==> src/rtl/dispatch_pkg.sv <==
// Shared types and constants for the op dispatch sequencer and related bus FSMs.
package dispatch_pkg;

  typedef enum logic [3:0] {
    StIdle   = 4'd0,
    StFetch  = 4'd1,
    StLatch  = 4'd2,
    StDecode = 4'd3,
    StStart  = 4'd4,
    StWait   = 4'd5,
    StNext   = 4'd6,
    StHalt   = 4'd7,
    StFault  = 4'd8
  } state_e;

  localparam logic [3:0] OP_HALT    = 4'hF;

  localparam logic [1:0] FC_NONE    = 2'b00;
  localparam logic [1:0] FC_ILLEGAL = 2'b01;
  localparam logic [1:0] FC_TIMEOUT = 2'b10;

endpackage

==> src/rtl/dispatch_timeout_ctr.sv <==
// Cycle counter with clear/enable that flags when the count equals TIMEOUT.
module dispatch_timeout_ctr #(
  parameter int unsigned TIMEOUT = 31
) (
  input  logic       clk,
  input  logic       reset,
  input  logic       clr_i,
  input  logic       en_i,
  output logic [7:0] count_o,
  output logic       hit_o
);

  localparam logic [7:0] Limit = 8'(TIMEOUT);

  logic [7:0] cnt_q, cnt_d;

  always_comb begin
    cnt_d = cnt_q;
    if (clr_i) begin
      cnt_d = 8'd0;
    end else if (en_i && (cnt_q != 8'hFF)) begin
      cnt_d = cnt_q + 8'd1;
    end
  end

  always_ff @(posedge clk) begin
    if (!reset) begin
      cnt_q <= 8'd0;
    end else begin
      cnt_q <= cnt_d;
    end
  end

  assign count_o = cnt_q;
  assign hit_o   = (cnt_q == Limit);

endmodule

==> src/rtl/op_dispatch_fsm.sv <==
// Instruction fetch/decode/dispatch sequencer driving start/done operation units.
// Optional DISPATCH_PERF_EN adds retired-instruction and worst-stall counters.
module op_dispatch_fsm
  import dispatch_pkg::*;
#(
  parameter int unsigned NUM_UNITS = 4,
  parameter int unsigned PC_W      = 8,
  parameter int unsigned INSTR_W   = 16,
  parameter int unsigned TIMEOUT   = 31
) (
  input  logic                 clk,
  input  logic                 reset,
  input  logic                 run_i,
  output logic                 mem_rd_o,
  output logic [PC_W-1:0]      mem_addr_o,
  input  logic [INSTR_W-1:0]   mem_data_i,
  output logic [INSTR_W-1:0]   ir_o,
  output logic [NUM_UNITS-1:0] unit_start_o,
  input  logic [NUM_UNITS-1:0] unit_done_i,
  input  logic [NUM_UNITS-1:0] pc_inc_i,
  output logic                 busy_o,
  output logic                 halted_o,
  output logic                 fault_o,
  output logic [1:0]           fault_code_o
`ifdef DISPATCH_PERF_EN
  ,
  output logic [15:0]          retired_cnt_o,
  output logic [7:0]           stall_max_o
`endif
);

  localparam int unsigned SelW = (NUM_UNITS > 1) ? $clog2(NUM_UNITS) : 1;

  state_e              state_q, state_d;
  logic [PC_W-1:0]     pc_q, pc_d;
  logic [INSTR_W-1:0]  ir_q, ir_d;
  logic [SelW-1:0]     sel_q, sel_d;
  logic                inc_seen_q, inc_seen_d;
  logic [1:0]          fault_code_q, fault_code_d;

  logic [3:0]          op;
  logic                done_sel, inc_sel;
  logic                ctr_clr, ctr_en, ctr_hit;
  logic [7:0]          ctr_count;

  assign op       = ir_q[INSTR_W-1 -: 4];
  assign done_sel = unit_done_i[sel_q];
  assign inc_sel  = pc_inc_i[sel_q];

  dispatch_timeout_ctr #(
    .TIMEOUT(TIMEOUT)
  ) u_timeout_ctr (
    .clk    (clk),
    .reset  (reset),
    .clr_i  (ctr_clr),
    .en_i   (ctr_en),
    .count_o(ctr_count),
    .hit_o  (ctr_hit)
  );

  always_comb begin
    state_d      = state_q;
    pc_d         = pc_q;
    ir_d         = ir_q;
    sel_d        = sel_q;
    inc_seen_d   = inc_seen_q;
    fault_code_d = fault_code_q;
    mem_rd_o     = 1'b0;
    unit_start_o = '0;
    ctr_clr      = 1'b0;
    ctr_en       = 1'b0;

    unique case (state_q)
      StIdle: begin
        if (run_i) state_d = StFetch;
      end
      StFetch: begin
        mem_rd_o = 1'b1;
        state_d  = StLatch;
      end
      StLatch: begin
        ir_d    = mem_data_i;
        state_d = StDecode;
      end
      StDecode: begin
        if (32'(op) < NUM_UNITS) begin
          sel_d   = SelW'(op);
          state_d = StStart;
        end else if (op == OP_HALT) begin
          state_d = StHalt;
        end else begin
          fault_code_d = FC_ILLEGAL;
          state_d      = StFault;
        end
      end
      StStart: begin
        unit_start_o[sel_q] = 1'b1;
        ctr_clr             = 1'b1;
        inc_seen_d          = 1'b0;
        state_d             = StWait;
      end
      StWait: begin
        ctr_en = 1'b1;
        // Exactly one PC step per instruction, whichever of pc_inc/done arrives first.
        if ((inc_sel || done_sel) && !inc_seen_q) begin
          pc_d       = pc_q + PC_W'(1);
          inc_seen_d = 1'b1;
        end
        if (done_sel) begin
          state_d = StNext;
        end else if (ctr_hit) begin
          fault_code_d = FC_TIMEOUT;
          state_d      = StFault;
        end
      end
      StNext: begin
        state_d = run_i ? StFetch : StIdle;
      end
      StHalt, StFault: begin
        state_d = state_q;
      end
      default: begin
        state_d = StIdle;
      end
    endcase
  end

  always_ff @(posedge clk) begin
    if (!reset) begin
      state_q      <= StIdle;
      pc_q         <= '0;
      ir_q         <= '0;
      sel_q        <= '0;
      inc_seen_q   <= 1'b0;
      fault_code_q <= FC_NONE;
    end else begin
      state_q      <= state_d;
      pc_q         <= pc_d;
      ir_q         <= ir_d;
      sel_q        <= sel_d;
      inc_seen_q   <= inc_seen_d;
      fault_code_q <= fault_code_d;
    end
  end

  assign mem_addr_o   = pc_q;
  assign ir_o         = ir_q;
  assign busy_o       = !((state_q == StIdle) || (state_q == StHalt) || (state_q == StFault));
  assign halted_o     = (state_q == StHalt);
  assign fault_o      = (state_q == StFault);
  assign fault_code_o = fault_code_q;

`ifdef DISPATCH_PERF_EN
  logic [15:0] retired_q, retired_d;
  logic [7:0]  stall_max_q, stall_max_d;

  always_comb begin
    retired_d   = retired_q;
    stall_max_d = stall_max_q;
    if ((state_q == StWait) && done_sel) begin
      if (retired_q != 16'hFFFF) retired_d = retired_q + 16'd1;
      if (ctr_count > stall_max_q) stall_max_d = ctr_count;
    end
  end

  always_ff @(posedge clk) begin
    if (!reset) begin
      retired_q   <= 16'd0;
      stall_max_q <= 8'd0;
    end else begin
      retired_q   <= retired_d;
      stall_max_q <= stall_max_d;
    end
  end

  assign retired_cnt_o = retired_q;
  assign stall_max_o   = stall_max_q;
`else
  logic unused_ctr_count;
  assign unused_ctr_count = ^ctr_count;
`endif

endmodule

==> config.mk <==
export PLATFORM = sky130hd
export DESIGN_NAME = op_dispatch_fsm
export DESIGN_NICKNAME = d
export VERILOG_FILES = /design/src/rtl/dispatch_pkg.sv /design/src/rtl/dispatch_timeout_ctr.sv /design/src/rtl/op_dispatch_fsm.sv
export SDC_FILE = /design/constraint.sdc
export NUM_CORES = 1
export LEC_CHECK = 0
export BUFFER_PORTS_ARGS = -buffer_cell sky130_fd_sc_hd__buf_4
export CAP_MARGIN = 20
export CORE_UTILIZATION = 31
export DETAILED_ROUTE_END_ITERATION = 16
export SLEW_MARGIN = 20
export SYNTH_ARGS = -nofsm -noshare
export SYNTH_HDL_FRONTEND = slang
export SYNTH_SLANG_ARGS = --single-unit
==> constraint.sdc <==
create_clock -name clk -period 1.8 [get_ports clk]
set_input_delay 0.36 -clock clk [delete_from_list [all_inputs] [get_ports clk]]
set_output_delay 0.36 -clock clk [all_outputs]
set_load 0.1 [all_outputs]
==> load_flow_metrics.sql, run 1 <==
INSERT INTO impl_metrics (metric_group, metric, value, unit) VALUES
('worst_setup_path', 'crit_type', 'reg -> out', ''),
('yosys', 'largest_family_of_logic_cells_by_synthesized_area', 'simple AND/OR/NAND/NOR gates', ''),
('cts', 'cts.sinks', '41', ''),
('yosys', 'synth.avg_cell_area', '8.44', 'sq um'),
('routing', 'final_antenna_net_count', '0', ''),
('routing', 'routed_wirelength', '4870', 'um'),
('yosys', 'synth_ff_type', 'dfxtp_1', ''),
('yosys', 'post_synth_xor_area_fraction', '3.22', '%'),
('sta', 'finalHoldViolCount', '0', ''),
('cts', 'clkSlewWorstSetupHoldPaths', '0.08', 'ns'),
('sta', 'fmax', '0.568', 'GHz'),
('worst_setup_path', 'timing.critical_path.from_type', 'flop', ''),
('yosys', 'synth_simple_gate_area_share', '26.9', '%'),
('yosys', 'synth_seq_area_share', '43.0', '%'),
('die', 'io_pins', '61', ''),
('sta', 'tightestPinTransition', '0.383', 'ns'),
('placed_design', 'buffer_ports.inserted', '60', ''),
('cts', 'cts_buffer_depth', '2', ''),
('placed_design', 'post_dp_cell_area', '2600', 'sq um'),
('cells_and_area', 'diodes', '0', ''),
('yosys', 'synth.ff_latch_count', '41', ''),
('sta', 'rsz0062_at_grt', 'true', ''),
('die', 'placement_rows', '28', ''),
('global_routing', 'grt_start_max_net_pins', '23', ''),
('routing', 'route.met3.wl', '244', 'um'),
('routing', 'drt-met1-wl', '2190', 'um'),
('sta', 'drv_slew', '0', ''),
('power_and_ir_drop', 'peakVddDrop', '1.08', 'mV'),
('yosys', 'synth_compound_gate_area_share', '17.5', '%'),
('routing', 'wl_met2', '2390', 'um'),
('power_and_ir_drop', 'fin_total_pwr', '3840', 'uW'),
('yosys', 'number_of_unique_standard_cell_types_used_by_synthesis', '47', ''),
('routing', 'post_drt_via_cell_ratio', '4.98', ''),
('cells_and_area', 'num-nets-final', '331', ''),
('hold_path', 'min_path_type', 'in -> reg', ''),
('placed_design', 'globalplace.congestion', '0.766', ''),
('cts', 'cts-hold-fix-buffers', '0', ''),
('yosys', 'number_of_enable_flip_flop_cells_after_synthesis', '0', ''),
('sta', 'final.hold.worst_slack', '0.314', 'ns'),
('cells_and_area', 'fin_cells', '377', ''),
('cts', 'cts-buffers-inserted', '5', ''),
('global_routing', 'grt_first_pass_wirelength', '8090', 'um'),
('routing', 'routedWlPerCell', '12.9', 'um'),
('worst_setup_path', 'critical_path_arrival', '1.40', 'ns'),
('cells_and_area', 'postLayoutCellArea', '2830', 'sq um'),
('sta', 'setup_viol', '0', ''),
('power_and_ir_drop', 'p_leak', '0.00113', 'uW'),
('routing', 'top_layer', 'met4', ''),
('yosys', 'multiplexer_share_of_the_synthesized_area', '3.61', '%'),
('die', 'floorplan.core_area', '5920', 'sq um'),
('sta', 'relSlewSlack', '74.5', '%'),
('global_routing', 'grt_overflow', '0', ''),
('die', 'start_util', '32.2', '%'),
('sta', 'min_period_over_period', '97.8', '%'),
('yosys', 'yosys_warnings', '0', ''),
('worst_setup_path', 'critical_path.cell_chain', 'buf_4, nor3_4, nand2_1, nor2_4, buf_12', ''),
('routing', 'detailroute.via_count', '1878', ''),
('yosys', 'number_of_cells_produced_by_synthesis', '226', ''),
('routing', 'tritonroute_pass_1_iters', '4', ''),
('job', 'maxCapViolations', '0', ''),
('cells_and_area', 'commonest_non_fill_non_tap_cell_in_the_layout', 'buf_4', ''),
('worst_setup_path', 'worst_path_largest_cell_delay', '0.37', 'ns'),
('yosys', 'synth.net_count', '255', ''),
('cells_and_area', 'layout_common_cells', 'buf_4 (74), nand2_1 (46), dfxtp_1 (27)', ''),
('cts', 'cts_max_level', '2', ''),
('cts', 'cts_tree', 'yes', ''),
('cells_and_area', 'layout.core_utilization', '47.8', '%'),
('yosys', 'netlist_area', '1910', 'sq um'),
('routing', 'drt_drc_violations_left', '0', ''),
('run_status', 'run_status', 'finished, final reports clean', ''),
('die', 'die_y', '80.4', 'um');
-- per-layer routing --
| layer | up-vias | global-route usage, % |
|---|---|---|
| met5 | - | 0 |
| met4 | 0 | 4.29 |
| met3 | 5 | 5.57 |
| met2 | 43 | 28.2 |
| met1 | 875 | 18.9 |
| li1 | 955 | - |
-- power breakdown --
| part | leakage [uW] | switching (uW) | internal (uW) |
|---|---|---|---|
| Combinational | 0.000745 | 1450 | 639 |
| Sequential | 0.000339 | 130 | 1050 |
| Clock | 0.0000412 | 303 | 268 |
| Total | 0.00113 | 1880 | 1960 |
-- through the flow --
| stage | worst slack, ns | TNS [ns] |
|---|---|---|
| global placement | -0.0275 | -0.0275 |
| detailed placement | -0.0254 | -0.0254 |
| finish | 0.0390 | 0 |
| floorplan | -0.0938 | -0.115 |
| CTS | 0.00115 | 0 |
| global route | -0.0541 | -0.132 |
-- critical path, delay by kind of cell (launching register included) --
kind	cells	cell delay [ns]
buffers and inverters	2	0.34
flip-flops	1	0.37
AND/OR/NAND/NOR	3	0.40
-- worst paths after layout --
check / from / to / slack [ns] / cells after the start
max: state_q[1] / unit_start_o[1] / 0.04 / 5
min: mem_data_i[10] / ir_o[10] / 0.31 / 3
max reg2reg: state_q[1] / mem_addr_o[5] / 0.09 / 5
min reg2reg: ir_o[9] / ir_o[9] / 0.46 / 2
-- synth_stat cells (4+ instances only) --
cell type / count / share of area (%)
nor3_1: 4 / 1.0
nand2b_1: 4 / 1.3
or3_1: 4 / 1.3
xor2_1: 7 / 3.2
nand2_1: 46 / 9.1
nor2_1: 14 / 2.8
clkbuf_1: 7 / 1.4
a21oi_1: 27 / 7.1
o21ai_0: 8 / 2.1
dfxtp_1: 41 / 43
nand3_1: 8 / 2.1
-- what timing repair did --
action | 4_1_cts | 5_1_grt
setup endpoints to repair | 14 | 15
buffers inserted | 4 | 1
gates resized for setup | 21 | 10
pin swaps | 1 | 3
-- sequential cells by signal, indices dropped and copies added, names as in the netlist --
| register | cells |
|---|---|
| ir_o | 16 |
| inc_seen_q | 1 |
| mem_addr_o | 8 |
| state_q | 4 |
| sel_q | 2 |
| u_timeout_ctr.count_o | 8 |
| fault_code_o | 2 |
-- kinds of logic after synthesis --
| family | count (synthesis) |
|---|---|
| flip-flops | 41 |
| AND/OR/NAND/NOR | 102 |
| XOR/XNOR | 7 |
| AO/OA/AOI/OAI | 54 |
| adder cells (fa/ha/maj) | 2 |
| buffers and inverters | 16 |
| multiplexers | 4 |
-- final cells by class --
type | count | area (sq um) | area share, %
clock buffer | 6 | 72.6 | 2.57
clock inverter | 1 | 8.76 | 0.310
inverter | 4 | 15.0 | 0.531
multi-input combinational | 169 | 1110 | 39.2
sequential | 41 | 843 | 29.8
tap | 75 | 93.8 | 3.32
timing repair buffer | 81 | 687 | 24.3
Note: power is estimated with default switching activity, not from simulation.
==> run 2, diff against run 1 <==
- ABC_AREA: not set -> 1
==> load_flow_metrics.sql, run 2 <==
INSERT INTO impl_metrics (metric_group, metric, value, unit) VALUES
('global_routing', 'grt_first_pass_wirelength', '9270', 'um'),
('routing', 'post_drt_via_cell_ratio', '4.70', ''),
('cells_and_area', 'max_ffs_per_register', '16', ''),
('placed_design', 'pre_cts_ws', '0.203', 'ns'),
('worst_setup_path', 'timing.critical_path.from_type', 'flop', ''),
('sta', 'worst_slack', '0.0647', 'ns'),
('cts', 'cts-buffers-inserted', '5', ''),
('sta', 'final_period_minus_worst_setup_slack', '1.74', 'ns'),
('die', 'start_util', '32.8', '%'),
('routing', 'top_layer', 'met4', ''),
('cells_and_area', 'final_layout_size_suffix_gt1_share', '32.0', '%'),
('yosys', 'asyncSetResetFlopFracSynth', '0', '%'),
('yosys', 'synth.top_cells.by_area', 'dfxtp_1 (38%), nand2_1 (13%), nor2_1 (7.2%)', ''),
('die', 'placement_rows', '29', ''),
('yosys', 'yosys_warnings', '0', ''),
('cts', 'clk-insertion-delay-late', '0.29', 'ns'),
('global_routing', 'grt_overflow', '0', ''),
('hold_path', 'end_of_the_worst_hold_path', 'ir_o[5]', ''),
('routing', 'routed_wirelength', '5270', 'um'),
('hold_path', 'hold_path_depth', '3', ''),
('cells_and_area', 'commonest_non_fill_non_tap_cell_in_the_layout', 'nand2_1', ''),
('cts', 'cts_buffer_depth', '2', ''),
('die', 'die_y', '84.9', 'um'),
('cells_and_area', 'num-nets-final', '397', ''),
('worst_setup_path', 'critical_path_arrival', '1.38', 'ns'),
('global_routing', 'grt_start_max_net_pins', '22', ''),
('yosys', 'yosysMostFrequentCell', 'nand2_1', ''),
('worst_setup_path', 'worst_r2r_startpoint', 'u_timeout_ctr.count_o[0]', ''),
('run_status', 'violations', 'DRC', ''),
('sta', 'tightestPinTransition', '0.459', 'ns'),
('yosys', 'number_of_unique_standard_cell_types_used_by_synthesis', '29', ''),
('sta', 'worst_clock_skew', '0.00919', 'ns'),
('global_routing', 'first_global_vias', '2042', ''),
('worst_setup_path', 'worst-endpoint-required', '1.44', 'ns'),
('routing', 'detail_route.iter0.violations', '96', ''),
('sta', 'finalHoldViolCount', '0', ''),
('yosys', 'synth_common_cells', 'nand2_1 (76), dfxtp_1 (41), nor2_1 (41), a21oi_1 (26), nand3_1 (23)', ''),
('yosys', 'synth.ff_latch_count', '41', ''),
('routing', 'routedWlPerCell', '11.8', 'um'),
('cts', 'cts_root_buffer', 'clkbuf_8', ''),
('cts', 'cts_max_level', '2', ''),
('cells_and_area', 'diodes', '0', ''),
('yosys', 'number_of_cells_produced_by_synthesis', '303', ''),
('placed_design', 'globalplace.congestion', '0.800', ''),
('yosys', 'synth_seq_area_share', '38.5', '%'),
('global_routing', 'grtUsageTotal', '16.0', '%'),
('sta', 'fin_setup_tns', '0', 'ns'),
('routing', 'drt_drc_violations_left', '3', ''),
('sta', 'min_period_over_period', '96.4', '%'),
('power_and_ir_drop', 'p_leak', '0.00129', 'uW'),
('cts', 'cts_tree', 'yes', ''),
('routing', 'route.met3.wl', '190', 'um'),
('placed_design', 'detail_placement_hpwl', '3890', 'um'),
('global_routing', 'initial_antenna_violation_count', '0', ''),
('yosys', 'synth_ff_type', 'dfxtp_1', ''),
('cells_and_area', 'fin_cells', '446', ''),
('sta', 'relSlewSlack', '69.4', '%'),
('sta', 'drv_slew', '0', ''),
('routing', 'drt-met1-wl', '2500', 'um'),
('cells_and_area', 'flow.area_growth_from_synthesis', '37.1', '%'),
('cts', 'cts.sinks', '41', ''),
('routing', 'final_antenna_net_count', '0', ''),
('hold_path', 'timing.hold.worst.start', 'mem_data_i[5]', ''),
('power_and_ir_drop', 'peakVddDrop', '0.815', 'mV'),
('sta', 'fmax', '0.576', 'GHz'),
('routing', 'wl_met2', '2500', 'um'),
('worst_setup_path', 'worst_r2r_path_depth', '9', ''),
('worst_setup_path', 'worst_setup_path_end_kind', 'primary output', ''),
('yosys', 'synthDominantCellAreaShare', '38.5', '%'),
('die', 'floorplan.die.width', '84.9', 'um'),
('run_status', 'run_status', 'complete, but fails checks', ''),
('sta', 'rsz0062_at_grt', 'true', ''),
('die', 'die_area', '7210', 'sq um'),
('worst_setup_path', 'crit_type', 'reg -> out', ''),
('die', 'floorplan.core_area', '6490', 'sq um'),
('cells_and_area', 'layout_common_cells', 'nand2_1 (73), buf_4 (60), nor2_1 (41)', ''),
('worst_setup_path', 'timing.rr.end', 'fault_code_o[1]', ''),
('yosys', 'synth.net_count', '332', ''),
('cts', 'cts-hold-fix-buffers', '0', ''),
('sta', 'setup_viol', '0', ''),
('yosys', 'post-synth-top-area-cell', 'dfxtp_1', ''),
('cts', 'clkSlewWorstSetupHoldPaths', '0.08', 'ns'),
('power_and_ir_drop', 'fin_total_pwr', '4600', 'uW'),
('yosys', 'synth.avg_cell_area', '7.04', 'sq um'),
('routing', 'detailroute.via_count', '2098', ''),
('placed_design', 'post-place-cells', '435', ''),
('worst_setup_path', 'reg2reg_setup_slack', '0.26', 'ns'),
('die', 'io_pins', '61', ''),
('hold_path', 'min_path_type', 'in -> reg', ''),
('worst_setup_path', 'critPathMaxFanout', '3', ''),
('job', 'maxCapViolations', '0', ''),
('yosys', 'netlist_area', '2130', 'sq um'),
('routing', 'tritonroute_pass_1_iters', '13', ''),
('yosys', 'number_of_enable_flip_flop_cells_after_synthesis', '0', ''),
('placed_design', 'buffer_ports.inserted', '60', ''),
('power_and_ir_drop', 'power_per_cell_area', '1570', 'nW/um^2');
run 2: timing repair:
item	in CTS	in global routing
gates resized for setup	13	9
setup endpoints to repair	6	6
buffers inserted	1	2
endpoints found under the hold margin	0	0
pin swaps	2	3
run 2: worst max-delay path by stage:
stage / to / slack (ns) / from
finish: busy_o / 0.06 / state_q[2]
global placement: busy_o / 0.22 / state_q[1]
global route: unit_start_o[1] / -0.03 / state_q[1]
detailed placement: busy_o / 0.20 / state_q[2]
CTS: unit_start_o[0] / 0.003 / state_q[3]
floorplan: unit_start_o[1] / -0.05 / state_q[1]
run 2: layout make-up:
cell class	instances	area (sq um)
multi-input combinational	228	1260
fill	646	3570
sequential	41	836
timing repair buffer	65	533
clock buffer	8	90.1
tap	77	96.3
inverter	27	111
run 2: critical path: stages (launching register included):
cell	delay, ns
dfxtp_2	0.37
inv_1	0.08
nand2_2	0.14
inv_1	0.13
a21oi_4	0.17
buf_12	0.19
run 2: per-stage QoR:
| step | util [%] | hold slack, ns | instance area [sq um] |
|---|---|---|---|
| floorplan | - | 0.454 | 2220 |
| global placement | 42.0 | 0.465 | 2730 |
| detailed placement | 42.0 | 0.473 | 2730 |
| CTS | 44.3 | 0.290 | 2880 |
| global route | 45.0 | 0.310 | 2920 |
| finish | 45.0 | 0.296 | 2920 |
run 2: report_power, final:
part	switching, uW	internal (uW)	leakage (uW)
combinational	2020	692	0.000909
clock	312	313	0.0000455
sequential	172	1100	0.000337
run 2: kinds of logic after synthesis:
| kind of cell | after synthesis | share of synthesized area, % |
|---|---|---|
| AND/OR/NAND/NOR | 169 | 37.2 |
| AO/OA/AOI/OAI | 49 | 12.4 |
| flip-flops | 41 | 38.5 |
| buffers and inverters | 34 | 7.45 |
| XOR/XNOR | 8 | 3.29 |
| adder cells (fa/ha/maj) | 2 | 1.17 |
run 2: per-layer routing:
layer	up-vias	track usage, %
met5	-	0
met4	0	5.86
met3	5	2.82
met2	41	27.6
met1	944	19.9
li1	1108	-
==> run 3, diff against run 2 <==
- SYNTH_HIERARCHICAL: not set -> 1
==> load_flow_metrics.sql, run 3 <==
INSERT INTO impl_metrics (metric_group, metric, value, unit) VALUES
('yosys', 'synth.avg_cell_area', '6.69', 'sq um'),
('cts', 'cts_tree', 'yes', ''),
('worst_setup_path', 'timing.rr.end', 'fault_code_o[1]', ''),
('worst_setup_path', 'crit_family', 'simple AND/OR/NAND/NOR gates', ''),
('worst_setup_path', 'worst_r2r_startpoint', 'u_timeout_ctr/count_o[0]', ''),
('die', 'placement_rows', '29', ''),
('cells_and_area', 'layout.core_utilization', '45.0', '%'),
('die', 'die_area', '7220', 'sq um'),
('worst_setup_path', 'worst_r2r_path_depth', '10', ''),
('routing', 'detail_route.iter0.violations', '106', ''),
('worst_setup_path', 'crit_type', 'reg -> out', ''),
('sta', 'worst_clock_skew', '0.0118', 'ns'),
('job', 'maxCapViolations', '0', ''),
('sta', 'worst_slack', '0.0526', 'ns'),
('routing', 'post_drt_via_cell_ratio', '4.67', ''),
('cells_and_area', 'layout_common_cells', 'nor2_1 (66), nand2_1 (61), buf_4 (58)', ''),
('die', 'die_y', '85.0', 'um'),
('routing', 'final_antenna_net_count', '0', ''),
('worst_setup_path', 'critical_path.cell_chain', 'nor2_4, nand2_4, nor3_4, buf_12', ''),
('yosys', 'asyncSetResetFlopFracSynth', '0', '%'),
('placed_design', 'pre_cts_ws', '0.173', 'ns'),
('worst_setup_path', 'critPathMaxFanout', '5', ''),
('worst_setup_path', 'timing.critical_path.from_type', 'flop', ''),
('worst_setup_path', 'critical_path_depth', '4', ''),
('worst_setup_path', 'timing.critical_path.buf_inv', '1', ''),
('cells_and_area', 'num-nets-final', '411', ''),
('cells_and_area', 'max_ffs_per_register', '16', ''),
('worst_setup_path', 'worst_path_largest_cell_delay', '0.37', 'ns'),
('yosys', 'synth_common_cells', 'nor2_1 (67), nand2_1 (64), dfxtp_1 (41), nand3_1 (28), inv_1 (26)', ''),
('die', 'io_pins', '61', ''),
('cts', 'cts_buffer_depth', '2', ''),
('die', 'floorplan.die.width', '85.0', 'um'),
('cells_and_area', 'flow.area_growth_from_synthesis', '36.9', '%'),
('global_routing', 'grt_first_pass_wirelength', '8710', 'um'),
('hold_path', 'timing.hold.worst.start', 'mem_data_i[12]', ''),
('yosys', 'synth.ff_latch_count', '41', ''),
('sta', 'tightestPinTransition', '0.436', 'ns'),
('power_and_ir_drop', 'power_per_cell_area', '1520', 'nW/um^2'),
('worst_setup_path', 'critical_path.startpoint', 'state_q[0]', ''),
('sta', 'rsz0062_at_grt', 'true', ''),
('yosys', 'number_of_enable_flip_flop_cells_after_synthesis', '0', ''),
('yosys', 'yosysMostFrequentCell', 'nor2_1', ''),
('hold_path', 'hold_path_depth', '3', ''),
('routing', 'drt_drc_violations_left', '2', ''),
('routing', 'detailroute.via_count', '2147', ''),
('power_and_ir_drop', 'peakVddDrop', '1.06', 'mV'),
('yosys', 'number_of_unique_standard_cell_types_used_by_synthesis', '25', ''),
('routing', 'tritonroute_pass_1_iters', '10', ''),
('yosys', 'synth_seq_area_share', '38.5', '%'),
('yosys', 'synthDominantCellAreaShare', '38.5', '%'),
('run_status', 'run_status', 'complete, but fails checks', ''),
('worst_setup_path', 'worst_setup_path_end_kind', 'primary output', ''),
('global_routing', 'grt_overflow', '0', ''),
('cells_and_area', 'diodes', '0', ''),
('die', 'start_util', '32.9', '%'),
('routing', 'routedWlPerCell', '11.2', 'um'),
('cells_and_area', 'commonest_non_fill_non_tap_cell_in_the_layout', 'nor2_1', ''),
('cts', 'clkSlewWorstSetupHoldPaths', '0.09', 'ns'),
('cts', 'clk-insertion-delay-late', '0.29', 'ns'),
('yosys', 'yosys_warnings', '6', ''),
('worst_setup_path', 'reg2reg_setup_slack', '0.25', 'ns'),
('cts', 'cts_root_buffer', 'clkbuf_8', ''),
('cts', 'cts_max_level', '2', ''),
('hold_path', 'end_of_the_worst_hold_path', 'ir_o[12]', ''),
('routing', 'routed_wirelength', '5140', 'um'),
('sta', 'finalHoldViolCount', '0', ''),
('cells_and_area', 'final_layout_size_suffix_gt1_share', '31.1', '%'),
('global_routing', 'grtUsageTotal', '14.7', '%'),
('sta', 'fmax', '0.572', 'GHz'),
('cts', 'cts-buffers-inserted', '5', ''),
('yosys', 'netlist_area', '2130', 'sq um'),
('placed_design', 'detail_placement_hpwl', '3740', 'um'),
('yosys', 'synth_ff_type', 'dfxtp_1', ''),
('run_status', 'violations', 'DRC', ''),
('yosys', 'synth.top_cells.by_area', 'dfxtp_1 (38%), nor2_1 (12%), nand2_1 (11%)', ''),
('global_routing', 'initial_antenna_violation_count', '0', ''),
('sta', 'final_period_minus_worst_setup_slack', '1.75', 'ns'),
('global_routing', 'grt_start_max_net_pins', '22', ''),
('sta', 'setup_viol', '0', ''),
('die', 'floorplan.core_area', '6490', 'sq um'),
('sta', 'drv_slew', '0', ''),
('sta', 'final.hold.worst_slack', '0.282', 'ns'),
('cts', 'cts.sinks', '41', ''),
('cells_and_area', 'fillerInstances', '640', ''),
('global_routing', 'first_global_vias', '2001', ''),
('placed_design', 'buffer_ports.inserted', '60', ''),
('power_and_ir_drop', 'p_leak', '0.00137', 'uW'),
('hold_path', 'min_path_type', 'in -> reg', ''),
('yosys', 'post-synth-top-area-cell', 'dfxtp_1', ''),
('worst_setup_path', 'slowest_library_cell_on_the_worst_path', 'dfxtp_2', ''),
('worst_setup_path', 'critical_path_arrival', '1.39', 'ns'),
('sta', 'relSlewSlack', '70.9', '%'),
('placed_design', 'globalplace.congestion', '0.816', ''),
('worst_setup_path', 'worst-endpoint-required', '1.44', 'ns'),
('yosys', 'number_of_cells_produced_by_synthesis', '319', ''),
('sta', 'min_period_over_period', '97.1', '%'),
('power_and_ir_drop', 'fin_total_pwr', '4450', 'uW'),
('yosys', 'synth.net_count', '348', '');
## run 3: area by class of cell
cell class	count	area (sq um)	share of cell area [%]
clock buffers	6	72.6	2.48
clock inverters	2	15.0	0.514
inverters	33	124	4.24
multi-input cells	236	1220	41.9
flip-flops and latches	41	832	28.5
well taps	77	96.3	3.30
repair buffers	65	558	19.1
## run 3: how the worst max path moves through the flow
stage	end
floorplan	unit_start_o[1]
global placement	u_timeout_ctr/count_o[7]
detailed placement	mem_addr_o[3]
CTS	fault_o
global route	unit_start_o[0]
finish	unit_start_o[0]
## run 3: what timing repair did
action / 4_1_cts / 5_1_grt
hold buffers: 0 / 0
resized for setup: 14 / 12
endpoints found under the setup margin: 7 / 10
cloned: 0 / 0
pin swaps: 3 / 0
buffers inserted: 2 / 2
## run 3: per-stage QoR
step | setup TNS, ns | std cells | instance area, sq um
global route | -0.0553 | 460 | 2920
floorplan | -0.0512 | 319 | 2220
finish | 0 | 460 | 2920
CTS | -0.00368 | 458 | 2860
detailed placement | 0 | 448 | 2710
global placement | 0 | 448 | 2710
## run 3: worst min-delay path, delay by kind of cell
kind | cells | cell delay [ns]
buffers and inverters | 1 | 0.08
and+or+nand+nor | 2 | 0.11
## run 3: cell families after synthesis
group,after synthesis,synth area share (%)
buffers and inverters,42,8.79
DFF,41,38.5
adders and majority gates,2,1.17
and+or+nand+nor,190,40.7
xor gates and xnor gates,3,1.23
AOI/OAI and AO/OA,41,9.61
## run 3: routing by layer
layer	wire length, um	track usage, %	share of wire [%]	vias up
met5	0	0	0	-
met4	15	3.54	0.29	0
met3	324	3.89	6.3	2
met2	2290	23.7	45	58
met1	2510	19.5	49	946
li1	-	-	-	1141
## run 3: power by group
group	leakage (uW)	switching (uW)	internal, uW
clock network	0.0000374	334	274
logic	0.000995	1920	659
registers	0.000337	168	1090
